==> src/rtl/inserter_mb.sv <==
// Macroblock inserter: writes one MB_SIZE_L x MB_SIZE_W pixel block, streamed in
// raster order, into a linear frame memory at the latched top-left position.
//
// state | meaning
// IDLE  | waiting for start; bounds-checks mbnumber, pulses err on reject
// WRITE | accepting pixels, one registered memory write per accepted pixel
// DONE  | single cycle: final write presented, done asserted
module inserter_mb #(
    parameter int WIDTH     = 1280,
    parameter int LENGTH    = 720,
    parameter int MB_SIZE_L = 16,
    parameter int MB_SIZE_W = 16,
    parameter int ADDR_W    = 20
) (
    input  logic              clk,
    input  logic              reset,
    input  logic              start,
    input  logic [31:0]       mbnumber,
    input  logic              pix_valid,
    input  logic [7:0]        pix_data,
    output logic              pix_ready,
    output logic              mem_we,
    output logic [ADDR_W-1:0] mem_addr,
    output logic [7:0]        mem_wdata,
    output logic              busy,
    output logic              done,
    output logic              err
);

    localparam logic [1:0] IDLE  = 2'd0;
    localparam logic [1:0] WRITE = 2'd1;
    localparam logic [1:0] DONE  = 2'd2;

    localparam logic [15:0] J_LAST = 16'(MB_SIZE_L - 1);
    localparam logic [15:0] K_LAST = 16'(MB_SIZE_W - 1);

    logic [1:0]  state;
    logic [15:0] row;
    logic [15:0] col;
    logic [15:0] j;
    logic [15:0] k;
    logic        in_bounds;
    logic        accept;
    logic [47:0] addr_full;

    // 17-bit sums so a position near 0xFFFF cannot wrap back into range
    assign in_bounds = (({1'b0, mbnumber[31:16]} + 17'(MB_SIZE_L)) <= 17'(LENGTH)) &&
                       (({1'b0, mbnumber[15:0]}  + 17'(MB_SIZE_W)) <= 17'(WIDTH));

    assign pix_ready = (state == WRITE);
    assign accept    = pix_ready && pix_valid;
    assign busy      = (state == WRITE) || (state == DONE);
    assign done      = (state == DONE);

    assign addr_full = ({32'd0, row} + {32'd0, j}) * 48'(WIDTH) + {32'd0, col} + {32'd0, k};

    always_ff @(posedge clk or negedge reset) begin
        if (!reset) begin
            state     <= IDLE;
            row       <= '0;
            col       <= '0;
            j         <= '0;
            k         <= '0;
            mem_we    <= 1'b0;
            mem_addr  <= '0;
            mem_wdata <= '0;
            err       <= 1'b0;
        end else begin
            mem_we <= accept;
            err    <= 1'b0;
            case (state)
                IDLE: begin
                    if (start) begin
                        if (in_bounds) begin
                            row   <= mbnumber[31:16];
                            col   <= mbnumber[15:0];
                            j     <= '0;
                            k     <= '0;
                            state <= WRITE;
                        end else begin
                            err <= 1'b1;
                        end
                    end
                end
                WRITE: begin
                    if (accept) begin
                        mem_wdata <= pix_data;
                        mem_addr  <= addr_full[ADDR_W-1:0];
                        if (k == K_LAST) begin
                            k <= '0;
                            j <= j + 16'd1;
                            if (j == J_LAST) begin
                                state <= DONE;
                            end
                        end else begin
                            k <= k + 16'd1;
                        end
                    end
                end
                DONE: begin
                    state <= IDLE;
                end
                default: begin
                    state <= IDLE;
                end
            endcase
        end
    end

endmodule

==> config.mk <==
export PLATFORM = sky130hd
export DESIGN_NAME = inserter_mb
export DESIGN_NICKNAME = d
export VERILOG_FILES = /design/src/rtl/inserter_mb.sv
export SDC_FILE = /design/constraint.sdc
export NUM_CORES = 1
export LEC_CHECK = 0
export ABC_AREA = 0
export CAP_MARGIN = 10
export CELL_PAD_IN_SITES_DETAIL_PLACEMENT = 1
export CELL_PAD_IN_SITES_GLOBAL_PLACEMENT = 2
export CORE_UTILIZATION = 36
export DETAILED_ROUTE_END_ITERATION = 16
export HOLD_SLACK_MARGIN = 0.08
export PLACE_DENSITY = 0.83
export SLEW_MARGIN = 20
export SYNTH_ARGS = -nofsm -noshare
export SYNTH_HDL_FRONTEND = slang
export SYNTH_SLANG_ARGS = --single-unit
==> constraint.sdc <==
create_clock -name clk -period 5.1 [get_ports clk]
set_input_delay 1.02 -clock clk [delete_from_list [all_inputs] [get_ports clk]]
set_output_delay 1.02 -clock clk [all_outputs]
set_load 0.01 [all_outputs]
======== Word-level counts from Yosys, hierarchy flattened ========
Index checks and enable logic that the tools add are counted.
operators by class
  add/subtract/negate cells ............... 7
  equal/unequal tests ..................... 9
  divide/modulo/power cells ............... 0
  reductions and logical operators ........ 10
  multiplexer cells ....................... 17
  bitwise gates (word level) .............. 0
  shifts and indexed selects .............. 0
  multiply operators ...................... 1
  magnitude comparators ................... 2
operator list
  kind                                                                     count
  16-bit 2-to-1 mux                                                        6
  16-bit case mux with 2 select lines                                      2
  20-bit by 16-bit adder with 20-bit output                                2
  16-bit by 5-bit adder with 17-bit output, second input constant          2
  16-bit by 1-bit adder with 16-bit output, second input constant          2
  16-bit by 4-bit equality test with 1-bit output, second input constant   2
  16-bit by 16-bit adder with 17-bit output                                1
  17-bit by 10-bit <= comparator with 1-bit output, second input constant  1
  17-bit by 11-bit <= comparator with 1-bit output, second input constant  1
  17-bit by 3-bit multiplier with 12-bit output, second input constant     1
  2-bit 2-to-1 mux                                                         5
  5-bit AND reduction                                                      2
  2-bit by 1-bit != test with 1-bit output, second input constant          3
  2-bit != test, second input constant                                     2
  2-bit case mux with 2 select lines                                       1
  4-bit AND reduction                                                      1
  1-bit 2-to-1 mux                                                         3
  3-bit AND reduction                                                      1
  2-bit by 1-bit equality test with 1-bit output, second input constant    1
  2-bit equality test, second input constant                               1
  1-bit logical AND                                                        2
  2-bit logical NOT                                                        1
  2-bit AND reduction                                                      1
  2-bit nonzero test                                                       1
  1-bit logical OR                                                         1
word-level totals
  bits in read-only memories .............. 0
  bits in writable memories ............... 0
  memories ................................ 0
  bits in latches ......................... 0
  register bits after elaboration ......... 96
  output and inout bits ................... 33
  word-level logic and storage cells ...... 55

======== Logic depth before layout (Yosys ltp) ========
Gate-level depths: netlist (run 1).
  depth in word-level cells ............... 6
  depth in mapped cells ................... 23
  mapped depth without buffers ............ 23

======== Least setup slack after synthesis (run 1) ========
OpenSTA, ideal clock, no wires.
  kind .................................... register to register
  start point ............................. register j[0]
  end point ............................... register mem_addr[19]
  buffers on the path ..................... 0
  stages on the path, launching flop included .. 24
  slack ................................... 438 ps
  arrival time ............................ 4,535 ps
  cell sequence ........................... dfrtp_1 > ha_1 > inv_1 > fa_1 > nor2b_1 > o21ai_0 > a21boi_0 > o21ai_0 > and3_1 > nor2_1 > xor2_1 > ha_1 > nand2_1 > o21ai_0 > a21oi_1 > fa_1 > ha_1 > o21ai_0 > nor4bb_1 > nor2_1 > a21oi_1 > a211o_1 > a21oi_1 > nand3b_1
on the way
  word-level cells in the longest chain between the ends .. 4
RTL lines
  item                                                     RTL line  text
  start, declared                                          40        logic [15:0] j;
  start signal, assigned                                   91        j <= j + 16'd1;
  16-bit by 16-bit adder with 17-bit output                55        assign addr_full = ({32'd0, row} + {32'd0, j}) * 48'(WIDTH) + {32'd0, col} + {32'd0, k};
  17-bit by 3-bit multiplier with 12-bit output            55
  20-bit by 16-bit adder with 20-bit output (2 in series)  55
  end signal, assigned                                     88        mem_addr <= addr_full[ADDR_W-1:0];
  end, declared                                            23        output logic [ADDR_W-1:0] mem_addr,
No other way between the ends.
A chain may end at the register's enable or synchronous reset.

======== Worst setup path after layout (run 1) ========
Ends and elaborated chain as after synthesis.

==> results of run 1 <==
[repair_timing]
action	in CTS	in global routing
pin swaps	1	6
setup endpoints to repair	1	3
gates cloned	0	0
resized for setup	1	12
setup buffers	1	6
[worst max-delay path by stage]
stage	cells after the start	startpoint	to
2_1_floorplan	23	j[0]$_DFFE_PN0P_	mem_addr[19]$_DFFE_PN0P_
3_3_place_gp	23	j[0]$_DFFE_PN0P_	mem_addr[19]$_DFFE_PN0P_
3_5_place_dp	23	j[0]$_DFFE_PN0P_	mem_addr[19]$_DFFE_PN0P_
4_1_cts	23	j[0]$_DFFE_PN0P_	mem_addr[19]$_DFFE_PN0P_
5_1_grt	19	j[2]$_DFFE_PN0P_	mem_addr[19]$_DFFE_PN0P_
6_report	23	j[0]$_DFFE_PN0P_	mem_addr[19]$_DFFE_PN0P_
[power breakdown]
part | total (uW) | switching [uW] | internal (uW)
Sequential | 741 | 4.75 | 736
Combinational | 131 | 66.6 | 64.5
Clock | 692 | 343 | 349
Total | 1560 | 414 | 1150
[stage by stage]
| step | std cells | power, uW |
|---|---|---|
| 3_3_place_gp | 971 | 882.4 |
| 4_1_cts | 988 | 1586 |
| 5_1_grt | 994 | 1626 |
| 2_1_floorplan | 676 | 804.7 |
| 6_report | 994 | 1564 |
| 3_5_place_dp | 971 | 886.9 |
[registers in the layout (all words and copies together), names as in the netlist]
name	flops
mem_addr	20
col	16
j	16
k	16
row	12
mem_wdata	8
state	2
err	1
mem_we	1
[per-layer routing]
layer / up-vias / part of all wire / GRT usage
met5: - / 0 / 0
met4: 0 / 0.021 / 0.07740
met3: 20 / 0.034 / 0.02590
met2: 104 / 0.49 / 0.3505
met1: 2663 / 0.45 / 0.2450
li1: 2635 / - / -
[final cells by class]
cell class              count  area, um^2
inverters                  47       176.4
clock inverters             7       78.83
fillers                  1965        9477
well taps                 225       281.5
flip-flops and latches     92        2302
multi-input cells         520        3862
repair buffers             94       893.4
clock buffers               9       225.2
[synth_stat cells, types with 3 or more instances]
master    number  share of area
a21oi_1       25          0.020
dfrtp_1       92           0.36
a21o_1         9          0.011
o211ai_1      12          0.014
ha_1          55           0.11
o21bai_1       5         0.0059
a21boi_0       3         0.0035
nor2_1        46          0.027
fa_1          11          0.035
and3_1        11          0.011
nor3b_1        3         0.0035
o21a_1         3         0.0035
and2_1        11          0.011
nor4_1        12          0.012
mux2_2        30          0.053
o31ai_1       11          0.013
clkbuf_1      13         0.0077
a211oi_1       3         0.0035
a211o_1        4         0.0055
a31oi_1        5         0.0049
inv_1         46          0.027
nor3_1        11         0.0087
or4_1          8         0.0094
xnor2_1       26          0.036
nand2b_1       7         0.0069
xor2_1        17          0.023
o21ai_0       55          0.043
nor2b_1        4         0.0039
or3_1          5         0.0049
nand4_1        9         0.0088
nand2_1       56          0.033
nand3_1       25          0.020
[kinds of logic after synthesis]
| logic type | count (synthesis) |
|---|---|
| simple gates | 220 |
| compound gates | 159 |
| flops | 92 |
| buf+inv | 64 |
| fa+ha+maj | 66 |
| mux | 32 |
| xor+xnor | 43 |
[worst max-delay path, stage by stage (launching register included)]
cell	delay, ps
dfrtp_1	410
ha_1	190
inv_1	60
fa_2	360
nor2b_1	120
o21ai_0	100
a21boi_1	200
o21ai_0	130
and3_1	210
nor2_2	150
xor2_1	170
ha_1	290
nand2_1	120
o21ai_2	80
a21oi_2	140
fa_1	470
ha_4	300
o21ai_1	110
nor4bb_1	380
nor2_1	120
a21oi_2	200
a211o_1	180
a21oi_1	60
nand3b_1	170
==> flow_summary.ini, run 1 <==
[clock_tree]
htree_levels = 3
cts_sinks = 92
cts.root.buffer_cell = clkbuf_16
clock_path_buffers = 2
insertion_delay_ps = 360
ctsHoldBuffers = 0
path_clk_slew_ps = 80
cts_buffers = 9
cts_tree = built

[flow_run]
max_cap_viol_count = 0

[floorplan]
die_area_um2 = 18210
core_area_um2 = 17300
chipWidth_um = 134.9
dieHeight_um = 134.9
initial_core_util = 0.3678
rows = 48
io_pins = 77

[hold_path]
hold_depth = 2
whs_endpoint = mem_addr[4]$_DFFE_PN0P_
hold_path_class = flop to flop
hp-start = mem_addr[4]$_DFFE_PN0P_

[placed_design]
place_ws_ps = -137.0
dpl_cell_area_um2 = 7412
hpwlAfterDp_mm = 13.16
port_buffers = 76
gp_congestion = 0.8282

[grt]
overflow = 0
grt_use_total = 0.1986
antenna_found_initial = 0
grt_max_degree = 48
grt_pass1_wl_mm = 28.45
grt_pass1_vias = 5727

[timing]
setup_tns_ps = 0
whs_ps = 485.2
setup_viol = 0
fin_worst_skew_ps = 12.46
fin_ws_ps = 261.0
hold_viol_final = 0
fmax_ghz = 0.2067
post-route-period-util = 0.9488
final.min_clock_period_ps = 4839
relSlewSlack = 0.3477
slew_violations = 0
tightestPinTransition_ps = 974.8

[cells_and_area]
final_util = 0.4521
area_delta_synth_final_pct = 22.91
drive_gt1_frac = 0.1066
layout_common_cells = dfrtp_1 (92), clkdlybuf4s50_1 (75), nand2_1 (56), ha_1 (54), o21ai_0 (53)
n_antenna_cell = 0
fin_nets = 874
design_area_um2 = 7820
final_common_cell = dfrtp_1

[route]
vias_per_cell = 5.455
drc = 0
drt-total-wl_mm = 17.35
drt_pass1_iterations = 4
wire_per_inst_um = 17.45
via_count = 5422
postRouteAntennaNets = 0
first_iter_violations = 160

[run_status]
outcome = finished clean

[power]
p_leak_uw = 0.003700
p_per_area_nw_per_um2 = 200.0
ir_drop_mv = 0.1926

[setup_path]
startpoint_type = flop
path_max_fanout = 5
crit_required_ps = 5340
ff2ff_path_depth = 23
timing.rr.start = j[0]$_DFFE_PN0P_
critical_path_class = flop to flop
crit_path_end_kind = flop
r2r_slack_ps = 260
cp.arrival_ps = 5070
r2r_end = mem_addr[19]$_DFFE_PN0P_

[yosys]
synthesis.nets = 786
synth_top_family_by_area = simple AND/OR/NAND/NOR gates
synth-seq-cells = 92
avgSynthCellArea_um2 = 9.412
synth-edff-count = 0
synth_warnings = 0
yosysSeqAreaShare = 0.3618
synthMuxAreaShare = 0.05624
synth_ff_type = dfrtp_1
synthSimpleGateAreaFrac = 0.1770
syn_inst = 676
yosysUniqueCellTypes = 65
synthAdderAreaFrac = 0.1428
synth_xor_area_frac = 0.05919
synth_area_um2 = 6362
synth_compound_area_frac = 0.1638
synthArstFlopShare = 1.000
(Power assumes the default switching activity.)
==> inputs of run 2 (changes only) <==
--- a/config.mk
+++ b/config.mk
@@ -9,6 +9,7 @@
 export CAP_MARGIN = 10
 export CELL_PAD_IN_SITES_DETAIL_PLACEMENT = 1
 export CELL_PAD_IN_SITES_GLOBAL_PLACEMENT = 2
+export CORE_MARGIN = 1.5
 export CORE_UTILIZATION = 36
 export DETAILED_ROUTE_END_ITERATION = 16
 export HOLD_SLACK_MARGIN = 0.08
==> run 2 against run 1 <==
Wire length grew 0.42%. Power increased by 4.3%. Sequential cell count unchanged. Critical path depth did not move. Die area rose by 1.5%. Fmax grew 1.0%. Register-to-register slack better by 50 ps.
==> flow_summary.ini, run 2 (synthesized netlist as in run 1, its figures left out) <==
[grt]
antenna_found_initial = 0
grt_use_total = 0.1991
grt_pass1_wl_mm = 28.87
grt_pass1_vias = 5811
overflow = 0
grt_max_degree = 70

[hold_path]
hold_depth = 2
hp-start = mem_addr[11]$_DFFE_PN0P_
whs_endpoint = mem_addr[11]$_DFFE_PN0P_
hold_path_class = flop to flop

[floorplan]
initial_core_util = 0.3678
die_area_um2 = 18480
rows = 48
dieHeight_um = 135.9
io_pins = 77
chipWidth_um = 135.9
core_area_um2 = 17300

[cells_and_area]
register_area_um2 = 2302
n_antenna_cell = 0
layout_common_cells = dfrtp_1 (92), clkdlybuf4s50_1 (75), nand2_1 (56), ha_1 (54), o21ai_0 (52)
drive_gt1_frac = 0.1043
area_delta_synth_final_pct = 23.07
design_area_um2 = 7830
largest-register = mem_addr
final_common_cell = dfrtp_1
fillers = 1959
largest_reg_flops = 20
fin_nets = 872
multiInputGateArea_um2 = 3861

[setup_path]
path_max_fanout = 4
timing.rr.start = j[0]$_DFFE_PN0P_
cp.arrival_ps = 5030
max_stage_delay_ps = 470
critical_path_class = flop to flop
crit_path_cell_trace = ha_1 > inv_1 > fa_1 > nor2b_1 > o21ai_0 > a21boi_1 > o21ai_1 > and3_1 > nor2_2 > xor2_1 > ha_1 > nand2_1 > o21ai_2 > a21oi_2 > fa_1 > ha_4 > o21ai_2 > nor4bb_2 > nor2_1 > a21oi_2 > a211o_1 > a21oi_1 > nand3b_1
ff2ff_path_depth = 23
crit_path_end_kind = flop
cp_slowest_cell = fa_1
crit_required_ps = 5340
r2r_end = mem_addr[19]$_DFFE_PN0P_
r2r_slack_ps = 310
startpoint_type = flop

[clock_tree]
cts_buffers = 9
clock_path_buffers = 2
cts_tree = built
insertion_delay_ps = 350
ctsHoldBuffers = 0
cts_sinks = 92
cts.root.buffer_cell = clkbuf_16
path_clk_slew_ps = 70
htree_levels = 3

[timing]
slew_violations = 0
fin_worst_skew_ps = 8.676
final.min_clock_period_ps = 4791
tightestPinTransition_ps = 1032
post-route-period-util = 0.9395
fmax_ghz = 0.2087
hold_viol_final = 0
relSlewSlack = 0.3097
setup_viol = 0

[route]
via_count = 5423
vias_per_cell = 5.467
wire_per_inst_um = 17.56
drt-total-wl_mm = 17.42
postRouteAntennaNets = 0
first_iter_violations = 187
drt_pass1_iterations = 4
drc = 0

[flow_run]
max_cap_viol_count = 0

[run_status]
outcome = finished clean

[power]
p_per_area_nw_per_um2 = 208.4
ir_drop_mv = 0.1453
total_power_uw = 1632
p_leak_uw = 0.003696

[placed_design]
port_buffers = 76
dpl_cell_area_um2 = 7420
gp_congestion = 0.8360
hpwlAfterDp_mm = 13.28
==> run 2: how the worst max path moves through the flow <==
stage | start | to
after floorplan | j[0]$_DFFE_PN0P_ | mem_addr[19]$_DFFE_PN0P_
after global placement | j[0]$_DFFE_PN0P_ | mem_addr[19]$_DFFE_PN0P_
after detailed placement | j[0]$_DFFE_PN0P_ | mem_addr[19]$_DFFE_PN0P_
after CTS | j[0]$_DFFE_PN0P_ | mem_addr[19]$_DFFE_PN0P_
after global routing | j[0]$_DFFE_PN0P_ | mem_addr[19]$_DFFE_PN0P_
final | j[0]$_DFFE_PN0P_ | mem_addr[19]$_DFFE_PN0P_
==> run 2: through the flow <==
step | TNS, ps | hold WS (ps) | setup WS (ps) | instances | utilization
after detailed placement | -133.0 | 469.6 | -133.0 | 972 | 0.4290
after global placement | 0 | 464.8 | 163.7 | 972 | 0.4290
after CTS | 0 | 486.2 | 7.714 | 989 | 0.4487
after global routing | -12.30 | 512.0 | -12.30 | 992 | 0.4527
final | 0 | 478.9 | 308.8 | 992 | 0.4527
after floorplan | 0 | 456.3 | 437.9 | 676 | -
==> run 2: layer usage <==
layer,share of wire,track usage,vias up,wire (um)
met2,0.50,0.3646,96,8679
li1,-,-,2625,-
met4,0.011,0.04314,0,191
met1,0.45,0.2434,2687,7902
met5,0,0,-,0
met3,0.037,0.03505,15,647
==> run 2: where the power goes <==
part | switching (uW) | internal, uW | total, uW
sequential | 4.52 | 736 | 741
clock | 322 | 439 | 761
combinational | 66.3 | 64.1 | 130
total | 393 | 1240 | 1630
==> run 2: area by class of cell <==
cell class,instances,area share
Multi-Input combinational cell,520,0.4931
Sequential cell,92,0.2940
Timing Repair Buffer,92,0.1122
Tap cell,225,0.03595
Clock buffer,9,0.02876
Inverter,47,0.02253
Clock inverter,7,0.01342
==> run 2: timing repair <==
action | CTS | global route
resized for setup | 2 | 12
buffers inserted | 1 | 3
setup endpoints to repair | 2 | 4
pin swaps | 2 | 4
gates cloned | 0 | 0
==> run 2: worst max-delay path, delay by kind of cell, from the launching register on <==
kind            cells  cell delay (ps)
simple gates        7             1220
buf+inv             1               50
flops               1              400
fa+ha+maj           5             1640
xor+xnor            1              170
compound gates      9             1210
